### src/rtl/mem_access_unit_pkg.sv
// Shared constants for the memory stage: bus widths, RV64 funct3 codes, fault codes and FSM states.
package mem_access_unit_pkg;

    localparam int BUS_64  = 64;
    localparam int STRB_64 = BUS_64 / 8;

    localparam logic [2:0] F3_LB  = 3'b000;
    localparam logic [2:0] F3_LH  = 3'b001;
    localparam logic [2:0] F3_LW  = 3'b010;
    localparam logic [2:0] F3_LD  = 3'b011;
    localparam logic [2:0] F3_LBU = 3'b100;
    localparam logic [2:0] F3_LHU = 3'b101;
    localparam logic [2:0] F3_LWU = 3'b110;

    localparam logic [2:0] F3_SB  = 3'b000;
    localparam logic [2:0] F3_SH  = 3'b001;
    localparam logic [2:0] F3_SW  = 3'b010;
    localparam logic [2:0] F3_SD  = 3'b011;

    typedef enum logic [1:0] {
        FAULT_OK       = 2'b00,
        FAULT_MISALIGN = 2'b01,
        FAULT_ILLEGAL  = 2'b10,
        FAULT_TIMEOUT  = 2'b11
    } fault_e;

    typedef enum logic [1:0] {
        ST_IDLE = 2'd0,
        ST_REQ  = 2'd1,
        ST_WAIT = 2'd2,
        ST_DONE = 2'd3
    } state_e;

endpackage

### src/rtl/mem_align_ext.sv
// Combinational size handling: byte strobes, store-lane shift, load extraction/extension,
// and misalignment / illegal-funct3 detection.
module mem_align_ext
    import mem_access_unit_pkg::*;
#(
    parameter int DATA_W = BUS_64
) (
    input  logic [2:0]          funct3,
    input  logic [2:0]          addr_lo,
    input  logic                is_store,
    input  logic [DATA_W-1:0]   wdata,
    input  logic [DATA_W-1:0]   rdata,
    output logic [DATA_W/8-1:0] wstrb,
    output logic [DATA_W-1:0]   wdata_sh,
    output logic [DATA_W-1:0]   rdata_ext,
    output logic                misalign,
    output logic                illegal
);

    localparam int STRB_W = DATA_W / 8;

    logic [5:0]        shamt;
    logic [DATA_W-1:0] rdata_sh;

    always_comb begin
        shamt    = {addr_lo, 3'b000};
        rdata_sh = rdata >> shamt;
        wdata_sh = wdata << shamt;
        wstrb    = '0;
        misalign = 1'b0;
        illegal  = is_store ? (funct3 > F3_SD) : (funct3 > F3_LWU);

        // The low two funct3 bits encode the access size for both loads and stores.
        case (funct3[1:0])
            F3_SB[1:0]: wstrb = STRB_W'(1) << addr_lo;
            F3_SH[1:0]: begin
                wstrb    = STRB_W'(3) << addr_lo;
                misalign = addr_lo[0];
            end
            F3_SW[1:0]: begin
                wstrb    = STRB_W'(15) << addr_lo;
                misalign = |addr_lo[1:0];
            end
            default: begin
                wstrb    = '1;
                misalign = |addr_lo;
            end
        endcase

        case (funct3)
            F3_LB:   rdata_ext = {{(DATA_W-8){rdata_sh[7]}},   rdata_sh[7:0]};
            F3_LH:   rdata_ext = {{(DATA_W-16){rdata_sh[15]}}, rdata_sh[15:0]};
            F3_LW:   rdata_ext = {{(DATA_W-32){rdata_sh[31]}}, rdata_sh[31:0]};
            F3_LD:   rdata_ext = rdata_sh;
            F3_LBU:  rdata_ext = {{(DATA_W-8){1'b0}},  rdata_sh[7:0]};
            F3_LHU:  rdata_ext = {{(DATA_W-16){1'b0}}, rdata_sh[15:0]};
            F3_LWU:  rdata_ext = {{(DATA_W-32){1'b0}}, rdata_sh[31:0]};
            default: rdata_ext = '0;
        endcase
    end

endmodule

### src/rtl/mem_access_unit.sv
// Multi-cycle memory stage with req/gnt/rvalid data bus and valid/ready on both sides.
// Optional MEM_ACCESS_TIMEOUT_EN adds a read-response timeout that reports fault 11.
module mem_access_unit
    import mem_access_unit_pkg::*;
#(
    parameter int ADDR_W  = 64,
    parameter int DATA_W  = BUS_64,
    parameter int TAG_W   = 5,
    parameter int TIMEOUT = 255
) (
    input  logic                clk,
    input  logic                rst,
    input  logic                in_valid,
    output logic                in_ready,
    input  logic [ADDR_W-1:0]   in_addr,
    input  logic                in_ren,
    input  logic                in_wen,
    input  logic [2:0]          in_funct3,
    input  logic [DATA_W-1:0]   in_wdata,
    input  logic [TAG_W-1:0]    in_tag,
    output logic                out_valid,
    input  logic                out_ready,
    output logic [DATA_W-1:0]   out_rdata,
    output logic [TAG_W-1:0]    out_tag,
    output logic [1:0]          out_fault,
    output logic                bus_req,
    input  logic                bus_gnt,
    output logic                bus_we,
    output logic [ADDR_W-1:0]   bus_addr,
    output logic [DATA_W-1:0]   bus_wdata,
    output logic [DATA_W/8-1:0] bus_wstrb,
    input  logic                bus_rvalid,
    input  logic [DATA_W-1:0]   bus_rdata
);

    state_e state, next_state;

    logic [2:0]          funct3_q;
    logic [2:0]          addr_lo_q;
    logic                is_store_q;
    logic [TAG_W-1:0]    tag_q;
    logic [DATA_W-1:0]   rdata_q;
    logic [1:0]          fault_q;
    logic                bus_we_q;
    logic [ADDR_W-1:0]   bus_addr_q;
    logic [DATA_W-1:0]   bus_wdata_q;
    logic [DATA_W/8-1:0] bus_wstrb_q;

    logic                in_is_load, in_is_store, in_is_mem, in_issue;
    logic [2:0]          ext_funct3, ext_addr_lo;
    logic                ext_is_store;
    logic [DATA_W/8-1:0] ext_wstrb;
    logic [DATA_W-1:0]   ext_wdata, ext_rdata;
    logic                ext_misalign, ext_illegal;
    logic                timed_out;

    // Both enables high counts as a load.
    assign in_is_load  = in_ren;
    assign in_is_store = in_wen & ~in_ren;
    assign in_is_mem   = in_is_load | in_is_store;
    assign in_issue    = in_is_mem & ~ext_illegal & ~ext_misalign;

    // IDLE decodes the incoming op; later states work on the latched one.
    assign ext_funct3   = (state == ST_IDLE) ? in_funct3   : funct3_q;
    assign ext_addr_lo  = (state == ST_IDLE) ? in_addr[2:0] : addr_lo_q;
    assign ext_is_store = (state == ST_IDLE) ? in_is_store : is_store_q;

    mem_align_ext #(.DATA_W(DATA_W)) u_align (
        .funct3    (ext_funct3),
        .addr_lo   (ext_addr_lo),
        .is_store  (ext_is_store),
        .wdata     (in_wdata),
        .rdata     (bus_rdata),
        .wstrb     (ext_wstrb),
        .wdata_sh  (ext_wdata),
        .rdata_ext (ext_rdata),
        .misalign  (ext_misalign),
        .illegal   (ext_illegal)
    );

`ifdef MEM_ACCESS_TIMEOUT_EN
    localparam int CNT_W = $clog2(TIMEOUT + 1);

    logic [CNT_W-1:0] wait_cnt;

    always_ff @(posedge clk) begin
        if (rst)
            wait_cnt <= '0;
        else if (state == ST_REQ && bus_gnt)
            wait_cnt <= '0;
        else if (state == ST_WAIT)
            wait_cnt <= wait_cnt + CNT_W'(1);
    end

    assign timed_out = (wait_cnt == CNT_W'(TIMEOUT - 1)) && !bus_rvalid;
`else
    assign timed_out = 1'b0;
`endif

    always_ff @(posedge clk) begin
        if (rst)
            state <= ST_IDLE;
        else
            state <= next_state;
    end

    always_comb begin
        next_state = state;
        in_ready   = 1'b0;
        out_valid  = 1'b0;
        bus_req    = 1'b0;
        case (state)
            ST_IDLE: begin
                in_ready = 1'b1;
                if (in_valid)
                    next_state = in_issue ? ST_REQ : ST_DONE;
            end
            ST_REQ: begin
                bus_req = 1'b1;
                if (bus_gnt)
                    next_state = is_store_q ? ST_DONE : ST_WAIT;
            end
            ST_WAIT: begin
                if (bus_rvalid || timed_out)
                    next_state = ST_DONE;
            end
            default: begin
                out_valid = 1'b1;
                if (out_ready)
                    next_state = ST_IDLE;
            end
        endcase
    end

    // Result and bus registers are loaded at acceptance and only touched again by the response.
    always_ff @(posedge clk) begin
        if (rst) begin
            funct3_q    <= '0;
            addr_lo_q   <= '0;
            is_store_q  <= 1'b0;
            tag_q       <= '0;
            rdata_q     <= '0;
            fault_q     <= FAULT_OK;
            bus_we_q    <= 1'b0;
            bus_addr_q  <= '0;
            bus_wdata_q <= '0;
            bus_wstrb_q <= '0;
        end else begin
            case (state)
                ST_IDLE: begin
                    if (in_valid) begin
                        funct3_q   <= in_funct3;
                        addr_lo_q  <= in_addr[2:0];
                        is_store_q <= in_is_store;
                        tag_q      <= in_tag;
                        rdata_q    <= in_is_mem ? '0 : in_wdata;
                        if (!in_is_mem)
                            fault_q <= FAULT_OK;
                        else if (ext_illegal)
                            fault_q <= FAULT_ILLEGAL;
                        else if (ext_misalign)
                            fault_q <= FAULT_MISALIGN;
                        else
                            fault_q <= FAULT_OK;
                        if (in_issue) begin
                            bus_we_q    <= in_is_store;
                            bus_addr_q  <= {in_addr[ADDR_W-1:3], 3'b000};
                            bus_wdata_q <= in_is_store ? ext_wdata : '0;
                            bus_wstrb_q <= in_is_store ? ext_wstrb : '0;
                        end
                    end
                end
                ST_WAIT: begin
                    if (bus_rvalid) begin
                        rdata_q <= ext_rdata;
                    end else if (timed_out) begin
                        rdata_q <= '0;
                        fault_q <= FAULT_TIMEOUT;
                    end
                end
                default: ;
            endcase
        end
    end

    assign out_rdata = rdata_q;
    assign out_tag   = tag_q;
    assign out_fault = fault_q;
    assign bus_we    = bus_we_q;
    assign bus_addr  = bus_addr_q;
    assign bus_wdata = bus_wdata_q;
    assign bus_wstrb = bus_wstrb_q;

endmodule

### config.mk
export PLATFORM = sky130hd
export DESIGN_NAME = mem_access_unit
export DESIGN_NICKNAME = d
export VERILOG_FILES = /design/src/rtl/mem_access_unit_pkg.sv /design/src/rtl/mem_align_ext.sv /design/src/rtl/mem_access_unit.sv
export SDC_FILE = /design/constraint.sdc
export NUM_CORES = 1
export LEC_CHECK = 0
export ABC_AREA = 0
export BUFFER_PORTS_ARGS = -buffer_cell sky130_fd_sc_hd__buf_2
export CORE_MARGIN = 5
export CORE_UTILIZATION = 30
export CTS_BUF_LIST = sky130_fd_sc_hd__clkbuf_4
export CTS_CLUSTER_DIAMETER = 80
export CTS_CLUSTER_SIZE = 20
export DETAILED_ROUTE_END_ITERATION = 10
export GPL_TIMING_DRIVEN = 0
export PLACE_DENSITY_LB_ADDON = 0.25
export SYNTH_ARGS = -nofsm -noshare
export SYNTH_HDL_FRONTEND = slang
export SYNTH_SLANG_ARGS = --single-unit
### constraint.sdc
create_clock -name clk -period 3.6 [get_ports clk]
set_clock_uncertainty 0.05 [all_clocks]
set_input_delay 0.18 -clock clk [delete_from_list [all_inputs] [get_ports clk]]
set_output_delay 0.18 -clock clk [all_outputs]
set_load 0.02 [all_outputs]
==> qor.yml, run 1 <==
status: "completed"
pin_count: 419
grt_pass1_vias: 15080
cp_slowest_stage_delay_ns: 0.72
dpl.hpwl_um: 55140
drt_iter0_drc: 1730
row_count: 74
dr_total_vias: 15490
stdcell_count: 2719
drt.antenna.violating_nets: 0
post-route-drc-count: 0
vdd_ir_drop_max_mv: 0.4458
async_flop_share_pct: 0
cts-root-buf: "clkbuf_4"
synth_top_flop_cell: "dfxtp_1"
synth_top_area_cell: "dfxtp_1"
worstPathCellList: "inv_2 > ha_1 > nor3_1 > clkbuf_1 > buf_1 > a32oi_1 > a2111oi_0"
ys_types: 62
worstSetupEndpointType: "flip-flop"
synth_top_area_share_pct: 35.05
rsz0062_at_grt: "no"
leakagePower_uw: 0.007373
slew_headroom_pct: 34.08
syn_area_mm2: 0.01222
nets: 2389
portBuffers: 414
hold_violations: 0
slowest_stage: "clkbuf_1"
track_usage_pct: 29.60
hold_class: "in2reg"
gr-usage-met1_pct: 36.71
yosys_register_bits: 214
busiest_layer: "met2"
area_growth_pct: 41.33
total_power_uw: 12820
synth_edf_count: 0
grtUsageMet3_pct: 7.543
fillers: 4201
gr-usage-met2_pct: 48.16
finalMaxSlewViolations: 0
overflow: 0
cts_max_level: 1
antenna_found_initial: 4
ys_seq_area_share_pct: 35.05
core_mm2: 0.04055
fin_util_pct: 42.59
cts_tree: "done"
worstPathRequired_ns: 4.18
fin_crit_ns: 3.482
netlist_instances: 1547
clk_pin_slew_ns: 0.19
numClockSinks: 214
worstPathArrival_ns: 4.06
cap_violations: 0
avgSynthCellArea_um2: 7.900
place.gp.congestion: 1.068
path_class: "reg2reg"
synth_area_leaders: "dfxtp_1 (35%), nand2_1 (9.6%), mux2i_1 (7.2%)"
clk-insertion-delay-late_ns: 0.77
die_w_um: 211.8
place_inst: 2495
worstPathMaxFanout: 10
die_y_um: 211.8
cts_buffer_depth: 3
drt-total-wl_um: 70220
grt_max_degree: 21
numCtsBuffers: 19
fmax_ghz: 0.2872
post-route-period-util_pct: 96.73
firstDrtPassIters: 7
drive_above_1_share_pct: 27.21
worst_pin_slew_ns: 0.9888
grt_pass1_wl_um: 99860
wire_per_inst_um: 25.83
power.density_mw_per_mm2: 742.4
start_util_pct: 30.14
cp-start-kind: "flip-flop"
yosysMostFrequentCell: "nand2_1"
drt-vias-per-instance: 5.697
synth_warnings: 0
ys_top_cells_by_count: "nand2_1 (314), dfxtp_1 (214), a21oi_1 (155)"
setup_viol: 0
dieArea_mm2: 0.04488
==> final timing paths <==
| path | slack [ns] | depth (start not counted) | start | endpoint |
|---|---|---|---|---|
| worst max-delay path | 0.12 | 7 | state[0]$_SDFFE_PP0P_ | out_rdata[14]$_SDFFE_PP0P_ |
| worst min-delay path | 0.04 | 5 | bus_rdata[32] | out_rdata[24]$_SDFFE_PP0P_ |
| worst max register to register | 0.12 | 7 | state[0]$_SDFFE_PP0P_ | out_rdata[14]$_SDFFE_PP0P_ |
| worst min register to register | 0.42 | 2 | bus_wstrb[1]$_SDFFE_PP0P_ | bus_wstrb[1]$_SDFFE_PP0P_ |
==> layer usage <==
metal | wire length [um] | vias up | part of all wire (%)
met5 | 13 | - | 0.019
met4 | 3874 | 2 | 5.5
met3 | 7328 | 197 | 10
met2 | 31880 | 975 | 45
met1 | 27120 | 7391 | 39
li1 | - | 6926 | -
==> critical path: cells and delay by family, from the launching register on <==
family	cells	cell delay, ns
buffers and inverters	3	1.31
AOI/OAI and AO/OA	2	0.66
and+or+nand+nor	1	0.64
DFF	1	0.40
adders and majority gates	1	0.28
==> final cells by class <==
cell class	instances	area (um^2)	area share, %
diodes	4	10.01	0.05795
plain buffers	154	762.0	4.411
clock buffers	19	142.6	0.8258
clock inverters	13	151.4	0.8765
inverters	10	37.54	0.2173
multi-input cells	1171	7253	41.99
flip-flops and latches	214	4287	24.82
well taps	532	665.6	3.854
repair buffers	602	3964	22.95
==> per-stage QoR <==
stage	worst slack, ns	hold slack, ns	TNS (ns)	cell area, um^2
after CTS	0.003238	0.002855	0	17170
final	0.1177	0.04342	0	17270
after detailed placement	-0.5682	0.3792	-51.16	14970
after floorplan	0.09435	0.2557	0	12230
after global routing	0.002839	0.08122	0	17270
after global placement	-0.5272	0.3719	-43.47	14970
==> timing repair <==
| item | CTS | global route |
|---|---|---|
| hold buffers | 182 | 0 |
| setup buffers | 2 | 4 |
| endpoints found under the setup margin | 180 | 151 |
| pin swaps | 2 | 4 |
| endpoints found under the hold margin | 186 | 0 |
| gates resized for setup | 13 | 23 |
==> report_power, final <==
part	switching (uW)	total [uW]	internal, uW
Clock	995	1390	393
Sequential	328	3220	2900
Combinational	5450	8210	2760
Total	6780	12800	6050
==> logic make-up (layout without fill, tap and decap cells) <==
| group | after synthesis | in the layout | synth area share, % |
|---|---|---|---|
| adder cells (fa/ha/maj) | 9 | 9 | 0.9214 |
| buffers and inverters | 164 | 798 | 6.276 |
| multiplexers | 107 | 107 | 9.736 |
| AO/OA/AOI/OAI | 528 | 528 | 30.44 |
| AND/OR/NAND/NOR | 524 | 524 | 17.55 |
| flip-flops | 214 | 214 | 35.05 |
| other | 1 | 7 | 0.03068 |
==> placed cells by master, fill, tap and decap left out, drive strengths merged, types with 5 or more instances in the layout <==
| cell type | n |
|---|---|
| mux2i | 92 |
| o22ai | 32 |
| a311oi | 14 |
| o211ai | 15 |
| ha | 9 |
| a211oi | 58 |
| o41ai | 7 |
| dfxtp | 214 |
| a2111oi | 39 |
| a32oi | 45 |
| a22o | 8 |
| nor3 | 5 |
| mux4 | 6 |
| a21oi | 157 |
| a221oi | 8 |
| inv | 16 |
| a22oi | 69 |
| mux2 | 9 |
| o21ai | 55 |
| and3 | 16 |
| and2 | 11 |
| a31oi | 5 |
| nand3 | 5 |
| clkbuf | 105 |
| or2 | 6 |
| dlygate4sd3 | 182 |
| buf | 488 |
| nand2 | 314 |
| nor2 | 154 |
==> state kept, by name (all words and copies together), names as in the netlist <==
register	cells
bus_addr	61
is_store_q	1
bus_wdata	64
out_fault	2
bus_we	1
out_rdata	64
addr_lo_q	3
state	2
funct3_q	3
bus_wstrb	8
out_tag	5
Note: power is estimated with default switching activity, not from simulation.
==> inputs of run 2 (changes only) <==
CORE_MARGIN = 2   (was 5)
==> qor.yml, run 2 (synthesized netlist as in run 1, its figures left out) <==
status: "completed"
cts_buffer_depth: 3
top_layer_used: "met5"
power.density_mw_per_mm2: 756.1
cts_tree: "done"
cts_max_level: 1
portBuffers: 414
leakagePower_uw: 0.007386
worstSetupEndpointType: "flip-flop"
met3_length_um: 6770
vdd_ir_drop_max_mv: 0.3684
die_y_um: 205.8
final_area_mm2: 0.01722
setup_viol: 0
pin_count: 419
drt.antenna.violating_nets: 0
area_growth_pct: 40.86
post-route-drc-count: 0
worstPathMaxFanout: 10
nets: 2385
wirelength_met1_um: 27970
finalMaxSlewViolations: 0
fin_crit_ns: 3.493
rsz0062_at_grt: "no"
grt_pass1_wl_um: 99640
final_cell_mix: "buf_2 (456), nand2_1 (313), dfxtp_1 (212), dlygate4sd3_1 (172), a21oi_1 (154)"
worstPathArrival_ns: 4.11
track_usage_pct: 32.09
core_mm2: 0.04001
clk-insertion-delay-late_ns: 0.77
fin_util_pct: 43.03
wl_met2_um: 32120
fmax_ghz: 0.2863
placed_area_mm2: 0.01496
worst_pin_slew_ns: 1.078
drive_above_1_share_pct: 27.73
dr_total_vias: 15430
fillers: 4155
numClockSinks: 214
cts-root-buf: "clkbuf_4"
cap_violations: 0
place_ws_ns: -0.5514
overflow: 0
worstPathRequired_ns: 4.21
numCtsBuffers: 19
drt-vias-per-instance: 5.707
path_class: "reg2reg"
place.gp.congestion: 1.039
drt_iter0_drc: 1556
start_util_pct: 30.55
dieArea_mm2: 0.04237
wire_per_inst_um: 26.14
cp-start-kind: "flip-flop"
dpl.hpwl_um: 55430
setup_ws_ns: 0.1070
die_w_um: 205.8
grt_pass1_vias: 15090
hold_violations: 0
antenna_found_initial: 4
row_count: 73
slew_headroom_pct: 28.13
drt-total-wl_um: 70680
clk_pin_slew_ns: 0.19
mostFrequentLayoutCell: "buf_2"
post-route-period-util_pct: 97.03
grt_max_degree: 21
hold_class: "in2reg"
firstDrtPassIters: 8
[run 2: final cells by class]
cell class	count	area [um^2]	area share, %
multi-input combinational	1171	7256	42.15
sequential	214	4292	24.93
timing repair buffer	598	3909	22.71
buffer	154	768.2	4.463
tap	525	656.9	3.816
clock inverter	12	151.4	0.8794
clock buffer	19	142.6	0.8285
inverter	10	37.54	0.2180
antenna	1	2.502	0.01454
[run 2: path summary, 6_finish.rpt]
path,startpoint,slack [ns],endpoint,cells after the start
setup / recovery,state[0]$_SDFFE_PP0P_,0.11,out_rdata[10]$_SDFFE_PP0P_,12
hold / removal,bus_rdata[1],0.04,out_rdata[1]$_SDFFE_PP0P_,5
setup reg to reg,state[0]$_SDFFE_PP0P_,0.11,out_rdata[10]$_SDFFE_PP0P_,12
hold reg to reg,bus_wdata[51]$_SDFFE_PP0P_,0.41,bus_wdata[51]$_SDFFE_PP0P_,2
[run 2: what timing repair did]
item                                    in CTS  in global routing
resized for setup                           18                 28
endpoints found under the setup margin     189                134
hold buffers                               172                  0
buffers inserted                             8                  4
endpoints found under the hold margin      182                  0
pin swaps                                    4                  2
gates cloned                                 0                  0
[run 2: power breakdown]
group | total [uW] | internal (uW) | switching, uW
Clock | 1430 | 404 | 1030
Sequential | 3230 | 2900 | 326
Combinational | 8360 | 2830 | 5530
[run 2: per-stage QoR]
step / setup TNS (ns) / hold slack (ns) / total power, uW / instances
after floorplan: 0 / 0.2557 / 8228 / 1549
after CTS: 0 / 0.007926 / 12740 / 2699
after global routing: 0 / 0.02339 / 13600 / 2704
after global placement: -41.80 / 0.3710 / 10920 / 2488
after detailed placement: -51.07 / 0.3763 / 10960 / 2488
final: 0 / 0.03828 / 13020 / 2704
[run 2: critical path, cell delays in order, from the launching register on]
cell,delay (ns)
dfxtp_4,0.41
inv_2,0.05
ha_4,0.17
buf_4,0.13
mux2_2,0.31
buf_6,0.19
buf_2,0.30
buf_2,0.32
nand2_1,0.09
a32oi_1,0.19
dlygate4sd3_1,0.58
a32oi_1,0.11
a2111oi_0,0.47
[run 2: per-layer routing]
| metal | up-vias | track usage (%) |
|---|---|---|
| met4 | 2 | 14.49 |
| met2 | 909 | 52.65 |
| met5 | - | 0 |
| met1 | 7419 | 39.76 |
| li1 | 6902 | - |
| met3 | 200 | 7.745 |
